`src/rtl/fpu_pkg.sv`:
```
// Shared float32 types and default sizing for the fadd issue wrapper.
package fpu_pkg;
    typedef logic [31:0] float32_t;

    localparam int DEF_DEPTH    = 4;
    localparam int DEF_FADD_LAT = 2;
    localparam int DEF_TAG_W    = 4;

    typedef struct packed {
        float32_t               result;
        logic [DEF_TAG_W-1:0]   tag;
    } res_entry_t;
endpackage

```
`src/rtl/sync_fifo.sv`:
```
// Generic single-clock valid/ready FIFO; pointers wrap modulo DEPTH (power of two).
module sync_fifo #(
    parameter int WIDTH = 8,
    parameter int DEPTH = 4,
    localparam int AW = $clog2(DEPTH),
    localparam int CW = AW + 1
) (
    input  logic             clk,
    input  logic             reset,
    input  logic             in_valid,
    output logic             in_ready,
    input  logic [WIDTH-1:0] in_data,
    output logic             out_valid,
    input  logic             out_ready,
    output logic [WIDTH-1:0] out_data,
    output logic [CW-1:0]    count
);
    logic [WIDTH-1:0] mem [DEPTH];
    logic [AW-1:0]    wptr, rptr;
    logic             push, pop;

    assign in_ready  = (count != CW'(DEPTH));
    assign out_valid = (count != '0);
    assign push      = in_valid && in_ready;
    assign pop       = out_valid && out_ready;
    assign out_data  = mem[rptr];

    always_ff @(posedge clk or negedge reset) begin
        if (!reset) begin
            wptr  <= '0;
            rptr  <= '0;
            count <= '0;
        end else begin
            if (push) wptr <= wptr + AW'(1);
            if (pop)  rptr <= rptr + AW'(1);
            count <= count + CW'(push) - CW'(pop);
        end
    end

    // Storage needs no reset: nothing reads it until count says it holds data.
    always_ff @(posedge clk) begin
        if (push) mem[wptr] <= in_data;
    end
endmodule

```
`src/rtl/fadd_issue.sv`:
```
// Credit-based issue wrapper around an external fixed-latency fadd:
// operand FIFO -> issue -> FADD_LAT delay line -> result FIFO, in order.
module fadd_issue
    import fpu_pkg::*;
#(
    parameter int DEPTH    = DEF_DEPTH,
    parameter int FADD_LAT = DEF_FADD_LAT,
    parameter int TAG_W    = DEF_TAG_W
) (
    input  logic             clk,
    input  logic             reset,
    input  logic             in_valid,
    output logic             in_ready,
    input  logic [31:0]      in_op1,
    input  logic [31:0]      in_op2,
    input  logic [TAG_W-1:0] in_tag,
    output logic [31:0]      fadd_op1,
    output logic [31:0]      fadd_op2,
    input  logic [31:0]      fadd_result,
    output logic             out_valid,
    input  logic             out_ready,
    output logic [31:0]      out_result,
    output logic [TAG_W-1:0] out_tag,
    output logic             busy
);
    localparam int CW = $clog2(DEPTH) + 1;

    typedef struct packed {
        float32_t          op1;
        float32_t          op2;
        logic [TAG_W-1:0]  tag;
    } op_entry_t;

    typedef struct packed {
        float32_t          result;
        logic [TAG_W-1:0]  tag;
    } res_t;

    op_entry_t op_in, op_head;
    res_t      res_in, res_head;

    logic          ready_en;
    logic          op_in_ready, op_valid, issue, credit_ok;
    logic          res_in_ready, res_valid;
    logic [CW-1:0] op_count, res_count, inflight;

    logic [FADD_LAT-1:0]            vld_pipe;
    logic [FADD_LAT-1:0][TAG_W-1:0] tag_pipe;

    assign op_in    = '{op1: in_op1, op2: in_op2, tag: in_tag};
    assign in_ready = ready_en && op_in_ready;

    sync_fifo #(.WIDTH($bits(op_entry_t)), .DEPTH(DEPTH)) u_op_fifo (
        .clk       (clk),
        .reset     (reset),
        .in_valid  (in_valid && ready_en),
        .in_ready  (op_in_ready),
        .in_data   (op_in),
        .out_valid (op_valid),
        .out_ready (issue),
        .out_data  (op_head),
        .count     (op_count)
    );

    // Results already queued plus those still inside fadd must fit the result FIFO.
    assign credit_ok = ({1'b0, res_count} + {1'b0, inflight}) < (CW+1)'(DEPTH);
    assign issue     = op_valid && credit_ok;
    assign fadd_op1  = issue ? op_head.op1 : '0;
    assign fadd_op2  = issue ? op_head.op2 : '0;

    // ready_en holds in_ready low until the first edge after reset release.
    always_ff @(posedge clk or negedge reset) begin
        if (!reset) begin
            ready_en <= 1'b0;
            vld_pipe <= '0;
            tag_pipe <= '0;
            inflight <= '0;
        end else begin
            ready_en    <= 1'b1;
            vld_pipe[0] <= issue;
            tag_pipe[0] <= op_head.tag;
            for (int i = 1; i < FADD_LAT; i++) begin
                vld_pipe[i] <= vld_pipe[i-1];
                tag_pipe[i] <= tag_pipe[i-1];
            end
            inflight <= inflight + CW'(issue) - CW'(vld_pipe[FADD_LAT-1]);
        end
    end

    assign res_in = '{result: fadd_result, tag: tag_pipe[FADD_LAT-1]};

    sync_fifo #(.WIDTH($bits(res_t)), .DEPTH(DEPTH)) u_res_fifo (
        .clk       (clk),
        .reset     (reset),
        .in_valid  (vld_pipe[FADD_LAT-1]),
        .in_ready  (res_in_ready),
        .in_data   (res_in),
        .out_valid (res_valid),
        .out_ready (out_ready),
        .out_data  (res_head),
        .count     (res_count)
    );

    assign out_valid  = res_valid;
    assign out_result = res_valid ? res_head.result : '0;
    assign out_tag    = res_valid ? res_head.tag : '0;
    assign busy       = (op_count != '0) || (inflight != '0) || res_valid;

    a_res_no_overflow: assert property (@(posedge clk) disable iff (!reset)
        !(vld_pipe[FADD_LAT-1] && !res_in_ready));
endmodule

```
`config.mk`:
```
export PLATFORM = sky130hd
export DESIGN_NAME = fadd_issue
export DESIGN_NICKNAME = d
export VERILOG_FILES = /design/src/rtl/fpu_pkg.sv /design/src/rtl/sync_fifo.sv /design/src/rtl/fadd_issue.sv
export SDC_FILE = /design/constraint.sdc
export NUM_CORES = 1
export LEC_CHECK = 0
export ABC_CLOCK_PERIOD_IN_PS = 3100
export CORE_ASPECT_RATIO = 0.8
export CORE_UTILIZATION = 34
export DETAILED_ROUTE_END_ITERATION = 16
export SLEW_MARGIN = 20
export SYNTH_ARGS = -nofsm -noshare
export SYNTH_HDL_FRONTEND = slang
export SYNTH_SLANG_ARGS = --single-unit
```
`constraint.sdc`:
```
create_clock -name clk -period 3.1 [get_ports clk]
set_input_delay 0.31 -clock clk [delete_from_list [all_inputs] [get_ports clk]]
set_output_delay 0.31 -clock clk [all_outputs]
set_load 0.005 [all_outputs]
```
==> qor.yml, run 1 <==
fin_util_pct: 44.0
clock-sinks: 444
cts_root_buffer: "clkbuf_16"
hold_viol_final: 0
die_x_um: 252
setup-tns-final_ns: 0
cp_max_fo: 20
fin_crit_ns: 2.97
area_growth_syn_to_layout_pct: 26.4
critPathSlowestCell: "dfrtp_4"
fillers: 4211
cts_max_level: 2
period_share_pct: 95.8
setup_violations: 0
gr-usage-met3_pct: 3.81
end_kind: "output port"
tightest_slew_ns: 0.661
total_power_mw: 19.9
ant_nets: 0
fmax_ghz: 0.337
grt_max_degree: 66
cap_violations: 0
finClkSkew_ns: 0.0285
grt_util_met1_pct: 18.4
grt_first_pass_wirelength_um: 51600
clock_latency_ns: 0.58
critPathLaunchType: "register"
overflow: 0
first_global_vias: 8417
status: "complete, no violations"
rsz0062_at_grt: "false"
yosysSeqAreaShare_pct: 77.6
vias: 7910
vias_per_cell: 4.63
wl_per_cell_um: 19.8
critPathRequiredTime_ns: 2.79
critical-path-max-stage-delay_ns: 0.60
critPathKind: "reg -> out"
wl_um: 33800
grt.busiest_layer: "met2"
gr-usage-met2_pct: 21.0
cts_tree: "built"
slew_headroom_pct: 56.0
synthDistinctLibCells: 28
power_density_nw_per_um2: 924
holdWs_ns: 0.131
avgSynthCellArea_um2: 22.4
drive_above_1_share_pct: 20.4
drv_slew: 0
path_clk_slew_ns: 0.06
cp.buffers_inverters: 2
syn_area_um2: 17000
grtUsageTotal_pct: 13.5
min_path_type: "in -> async"
core_um2: 48800
hpwl_um: 20200
cp.arrival_ns: 2.66
fp.dieArea_um2: 50900
cts_buffer_depth: 3
routabilityCongestion: 0.691
yosys_warnings: 0
syn_nets: 882
pin_count: 207
synth-seq-cells: 444
dr.pass1.iters: 4
rows: 72
fin_nets: 1126
start_util_pct: 34.8
cts_buffers: 46
synth_cells: 759
vdd_drop_max_mv: 0.449
die_y_um: 202
postCtsSetupRepairBufs: 0
drc: 0
cp_top_family: "buffers and inverters"
worstPathCellList: "buf_12 -> mux4_2 -> nor2b_1 -> clkdlybuf4s50_1"
leakagePower_nw: 6.96
antenna_found_initial: 6
placement.io_buffers: 206
first_iter_violations: 420
==> where the power goes <==
| group | total [mW] | switching (mW) | internal (mW) |
|---|---|---|---|
| clock | 5.30 | 2.25 | 3.05 |
| sequential | 7.95 | 0.446 | 7.51 |
| combinational | 6.60 | 2.80 | 3.80 |
==> metrics by stage <==
stage          worst slack, ns  cells  cell area [um^2]
2_1_floorplan            0.174    759             17000
3_3_place_gp             0.383   1621             20000
3_5_place_dp             0.323   1621             20000
4_1_cts                0.00607   1707             21500
5_1_grt                0.00694   1707             21500
6_report                 0.131   1710             21500
==> worst paths after layout <==
path                                     start                 end  slack (ns)  cells past startpoint
max                          u_op_fifo.rptr[0]         fadd_op1[1]        0.13                      4
min                                      reset         vld_pipe[1]        0.13                      2
max reg2reg                u_res_fifo.count[2]  u_op_fifo.count[2]        0.63                     11
min reg2reg                        vld_pipe[0]         vld_pipe[1]        0.35                      0
max in group asynchronous                reset  u_res_fifo.rptr[1]        2.64                      2
min in group clk                   vld_pipe[0]         vld_pipe[1]        0.35                      0
==> timing repair <==
action                                  4_1_cts  5_1_grt
endpoints found under the setup margin       64       57
hold buffers                                  0        0
gates resized for setup                       5        4
==> layout make-up <==
class	count	area, um^2	share of cell area, %
flip-flops and latches	444	13200	61.4
clock inverters	30	245	1.14
diodes	3	7.51	0.0349
clock buffers	56	1210	5.63
well taps	666	833	3.88
inverters	18	67.6	0.314
multi-input cells	262	3540	16.5
repair buffers	231	2380	11.1
==> synthesized netlist by cell type (all sizes together) <==
cell type,number,area share (%)
clkbuf,8,0.18
buf,27,1.3
fa,3,0.35
nand3,3,0.12
edfxtp,416,73
nor3,2,0.059
nand4,1,0.037
conb,1,0.022
xor2,2,0.10
nor2b,64,2.4
mux4,104,14
a31oi,1,0.037
inv,18,0.40
or3,2,0.10
and2,45,1.7
dfrtp,28,4.1
a21oi,1,0.029
ha,16,1.2
mux2,2,0.13
a21boi,1,0.044
nand2,2,0.044
xnor2,10,0.51
nor2,2,0.044
==> kinds of logic (layout without fill, tap and decap cells) <==
logic type	after synthesis	after routing	share of synthesized area, %
muxes	106	106	13.9
xor gates and xnor gates	12	12	0.618
and+or+nand+nor	121	121	4.41
DFF	444	444	77.6
adders and majority gates	19	19	1.53
AOI/OAI and AO/OA	3	3	0.110
other	1	4	0.0221
buffers and inverters	53	335	1.82
==> sequential cells by signal, summed over array words and instances, names as in the netlist <==
register          flops
tag_pipe              4
res_in                4
u_res_fifo.mem      144
u_res_fifo.wptr       2
u_op_fifo.wptr        2
u_op_fifo.rptr        2
u_op_fifo.count       3
inflight              3
vld_pipe              2
u_op_fifo.mem       272
ready_en              1
u_res_fifo.count      3
u_res_fifo.rptr       2
==> layout by cell type, fill, tap and decap left out, types with 16 or more instances in the layout <==
cell / netlist / final
ha_1: 16 / 16
inv_1: 18 / 18
edfxtp_1: 416 / 416
clkdlybuf4s50_1: 0 / 206
nor2b_1: 64 / 61
and2_1: 45 / 37
dfrtp_1: 28 / 24
mux4_2: 104 / 104
clkbuf_16: 0 / 47
==> per-layer routing <==
| metal | wire, um | part of all wire [%] |
|---|---|---|
| met3 | 2220 | 6.6 |
| met5 | 53 | 0.16 |
| met1 | 15000 | 44 |
| met2 | 15900 | 47 |
| met4 | 643 | 1.9 |
Note: power is estimated with default switching activity, not from simulation.
==> run 2, diff against run 1 <==
--- a/config.mk
+++ b/config.mk
@@ -5,6 +5,7 @@
 export SDC_FILE = /design/constraint.sdc
 export NUM_CORES = 1
 export LEC_CHECK = 0
+export ABC_AREA = 1
 export ABC_CLOCK_PERIOD_IN_PS = 3100
 export CORE_ASPECT_RATIO = 0.8
 export CORE_UTILIZATION = 34
==> run 2 against run 1 <==
- synthesized cell count increased by 140%
- clock-buffer cell count increased by 3
- combinational power increased by 30%
- routed wire length increased by 29%
- final cell count increased by 67%
- hold slack improved by 0.091 ns
- clock power increased by 2%
- register-to-register slack got worse by 0.35 ns
- critical endpoint is now fadd_op2[9]
- highest routed layer unchanged
==> qor.yml, run 2 <==
power_density_nw_per_um2: 910  # -1.5%
rows: 77  # +6.9%
synth.most_common_cell: "nand2_1"
total_power_mw: 21.8  # +9.6%
hpwl_um: 26700  # +33%
p_sw_share_pct: 34.4  # +6.7 points
die_x_um: 267  # +6.1%
synth-seq-cells: 444  # unchanged
cp_max_fo: 17  # -15%
layout_commonest_cell: "nand2_1"
min_path_type: "in -> async"
async_reset_ff_share_pct: 6.31  # unchanged
clock_latency_ns: 0.58  # about the same
cts_buffers: 46  # unchanged
critPathLaunchType: "register"
fp.dieArea_um2: 57300  # +12%
clkPwrFrac_pct: 24.8  # -1.9 points
syn_area_um2: 19100  # +13%
syn_nets: 1973  # +120%
cap_violations: 0  # unchanged
holdWs_ns: 0.222  # +0.0908 ns
start_util_pct: 34.6  # -0.27 points
end_kind: "output port"
yosysSeqAreaShare_pct: 68.9  # -8.7 points
placement.io_buffers: 206  # unchanged
critPathRequiredTime_ns: 2.79  # about the same
tightest_slew_ns: 0.841  # +0.180 ns
wl_um: 43600  # +29%
critical-path-max-stage-delay_ns: 0.49  # -0.11 ns
pwr-share-comb_pct: 39.6  # +6.3 points
clock-sinks: 444  # unchanged
crit_end: "fadd_op2[9]"
cts_root_buffer: "clkbuf_16"
area_growth_syn_to_layout_pct: 24.9
largest_reg_flops: 272  # unchanged
synthTopCellsByArea: "edfxtp_1, nand2_1, inv_1"
status: "complete, no violations"
switchingPower_mw: 7.48  # +36%
regToRegSetupSlack_ns: 0.28  # -0.35 ns
synthFlopType: "edfxtp_1"
grt_max_degree: 129  # +95%
setup_violations: 0  # unchanged
finClkSkew_ns: 0.0285  # +0.0000101 ns
die_y_um: 214  # +6.0%
reg_top3: "u_op_fifo.mem (272), u_res_fifo.mem (144)"
synth_commonest_cells: "nand2_1, edfxtp_1, inv_1"
avgSynthCellArea_um2: 10.3  # -54%
cp.arrival_ns: 2.70  # +0.04 ns
worstPathCellList: "ha_1 -> nor2_1 -> nand3_1 -> nor2_4 -> buf_12 -> buf_12 -> nand2_1 -> inv_1 -> clkdlybuf4s50_1"
vias: 12400  # +57%
antenna_found_initial: 13  # +7
drive_above_1_share_pct: 6.41  # -14 points
final_cell_mix: "nand2_1, edfxtp_1, inv_1, clkdlybuf4s50_1, nand3_1"
slew_headroom_pct: 43.7  # -12 points
yosysTopAreaCell: "edfxtp_1"
core_um2: 55400  # +13%
critPathKind: "reg -> out"
synth-edff-count: 416  # unchanged
cts_tree: "built"
grtUsageTotal_pct: 15.1  # +1.6 points
path_clk_slew_ns: 0.06  # about the same
fin_crit_ns: 3.01  # +0.0367 ns
reg2reg_from: "u_res_fifo.count[2]"
period_share_pct: 97.0  # +1.2 points
fillers: 5112  # +21%
routabilityCongestion: 0.733  # +6.0%
vdd_drop_max_mv: 0.508  # +13%
setup_ws_ns: 0.0944  # -0.0367 ns
dr.pass1.iters: 4  # unchanged
vias_per_cell: 4.34  # -6.1%
rr_endpoint: "u_op_fifo.count[2]"
ff2ff_path_depth: 13  # +2
yosysTopAreaCellShare_pct: 65.2  # -8.2 points
cts_buffer_depth: 3  # unchanged
grt_first_pass_wirelength_um: 67100  # +30%
overflow: 0  # unchanged
first_global_vias: 12100  # +44%
cpMostUsedCell: "buf_12"
p_seq_share_pct: 35.7  # -4.4 points
first_iter_violations: 860  # +100%
critPathSlowestCell: "clkdlybuf4s50_1"
ant_nets: 0  # unchanged
fin_nets: 2198  # +95%
drv_slew: 0  # unchanged
synthDistinctLibCells: 24  # -14%
yosys_warnings: 0  # unchanged
pin_count: 207  # unchanged
synth_cells: 1850  # +140%
setup-tns-final_ns: 0  # unchanged
fmax_ghz: 0.333  # -1.2%
wl_per_cell_um: 15.2  # -23%
critPathLaunch: "u_res_fifo.count[2]"
cts_max_level: 2  # unchanged
drc: 0  # unchanged
top_register: "u_op_fifo.mem"
internal-power_mw: 14.3  # -0.55%
hold_viol_final: 0  # unchanged
pre_cts_slack_ns: 0.392  # +0.0682 ns
leakagePower_nw: 10.6  # +52%
[run 2: cell types whose count changed in the layout (fill, tap and decap cells not counted), sizes merged, moves of 45 or more]
cell / before / now
nand2: 2 / 621
inv: 22 / 431
nand3: 3 / 174
mux4: 104 / 0
nor2b: 64 / 0
and2: 45 / 0
[run 2: cell type report]
type,count,area (um^2),area share (%)
antenna,3,7.51,0.0314
clock buffer,59,1200,5.02
clock inverter,21,251,1.05
inverter,430,1620,6.77
multi-input combinational,899,3970,16.6
sequential,444,13200,55.2
tap,750,938,3.93
timing repair buffer,254,2720,11.4
[run 2: cells by family (layout without fill, tap and decap cells)]
logic type                 after synthesis  in the layout  synth area share, %
and+or+nand+nor                        820            820                 17.3
buffers and inverters                  507            764                 10.7
DFF                                    444            444                 68.9
AOI/OAI and AO/OA                       49             49                 1.31
adders and majority gates               19             19                 1.36
xor gates and xnor gates                10             10                0.457
other                                    1              4               0.0196
[run 2: worst min path at each step]
| stage | slack (ns) | end | cells past startpoint |
|---|---|---|---|
| floorplan | 0.01 | inflight[0] | 0 |
| global placement | 0.34 | res_in[3] | 0 |
| detailed placement | 0.33 | res_in[1] | 0 |
| CTS | 0.21 | u_res_fifo.rptr[1] | 1 |
| global route | 0.26 | tag_pipe[3] | 1 |
| finish | 0.22 | tag_pipe[3] | 1 |
[run 2: power by group through the flow]
stage	clock, mW	combinational (mW)	sequential [mW]
after detailed placement	0	8.49	7.88
after CTS	5.53	8.59	7.76
after global placement	0	8.39	7.85
final	5.39	8.61	7.76
after floorplan	0	4.71	7.83
after global routing	5.76	9.65	7.83
[run 2: repair_timing]
item                       4_1_cts  5_1_grt
setup endpoints to repair       58       66
pin swaps                        1        1
gates resized for setup          2        5
hold buffers                     0        0
buffers inserted                 2        1
cloned                           0        1
[run 2: layer usage]
layer / share of wire (%) / track usage [%]
met1: 44 / 19.7
met2: 47 / 24.8
met3: 7.0 / 4.25
met4: 1.7 / 3.68
met5: 0.31 / 0
[run 2: worst max-delay path: cells and delay by family, from the launching register on]
| family | cells | cell delay [ns] |
|---|---|---|
| buffers and inverters | 4 | 0.85 |
| AND/OR/NAND/NOR | 4 | 0.48 |
| flip-flops | 1 | 0.42 |
| adder cells (fa/ha/maj) | 1 | 0.33 |
[run 2: through the flow]
step	utilization, %	cells	instance area (um^2)
2_1_floorplan	-	1850	19100
3_3_place_gp	40.4	2773	22400
3_5_place_dp	40.4	2773	22400
4_1_cts	43.0	2855	23800
5_1_grt	43.1	2858	23900
6_report	43.2	2860	23900
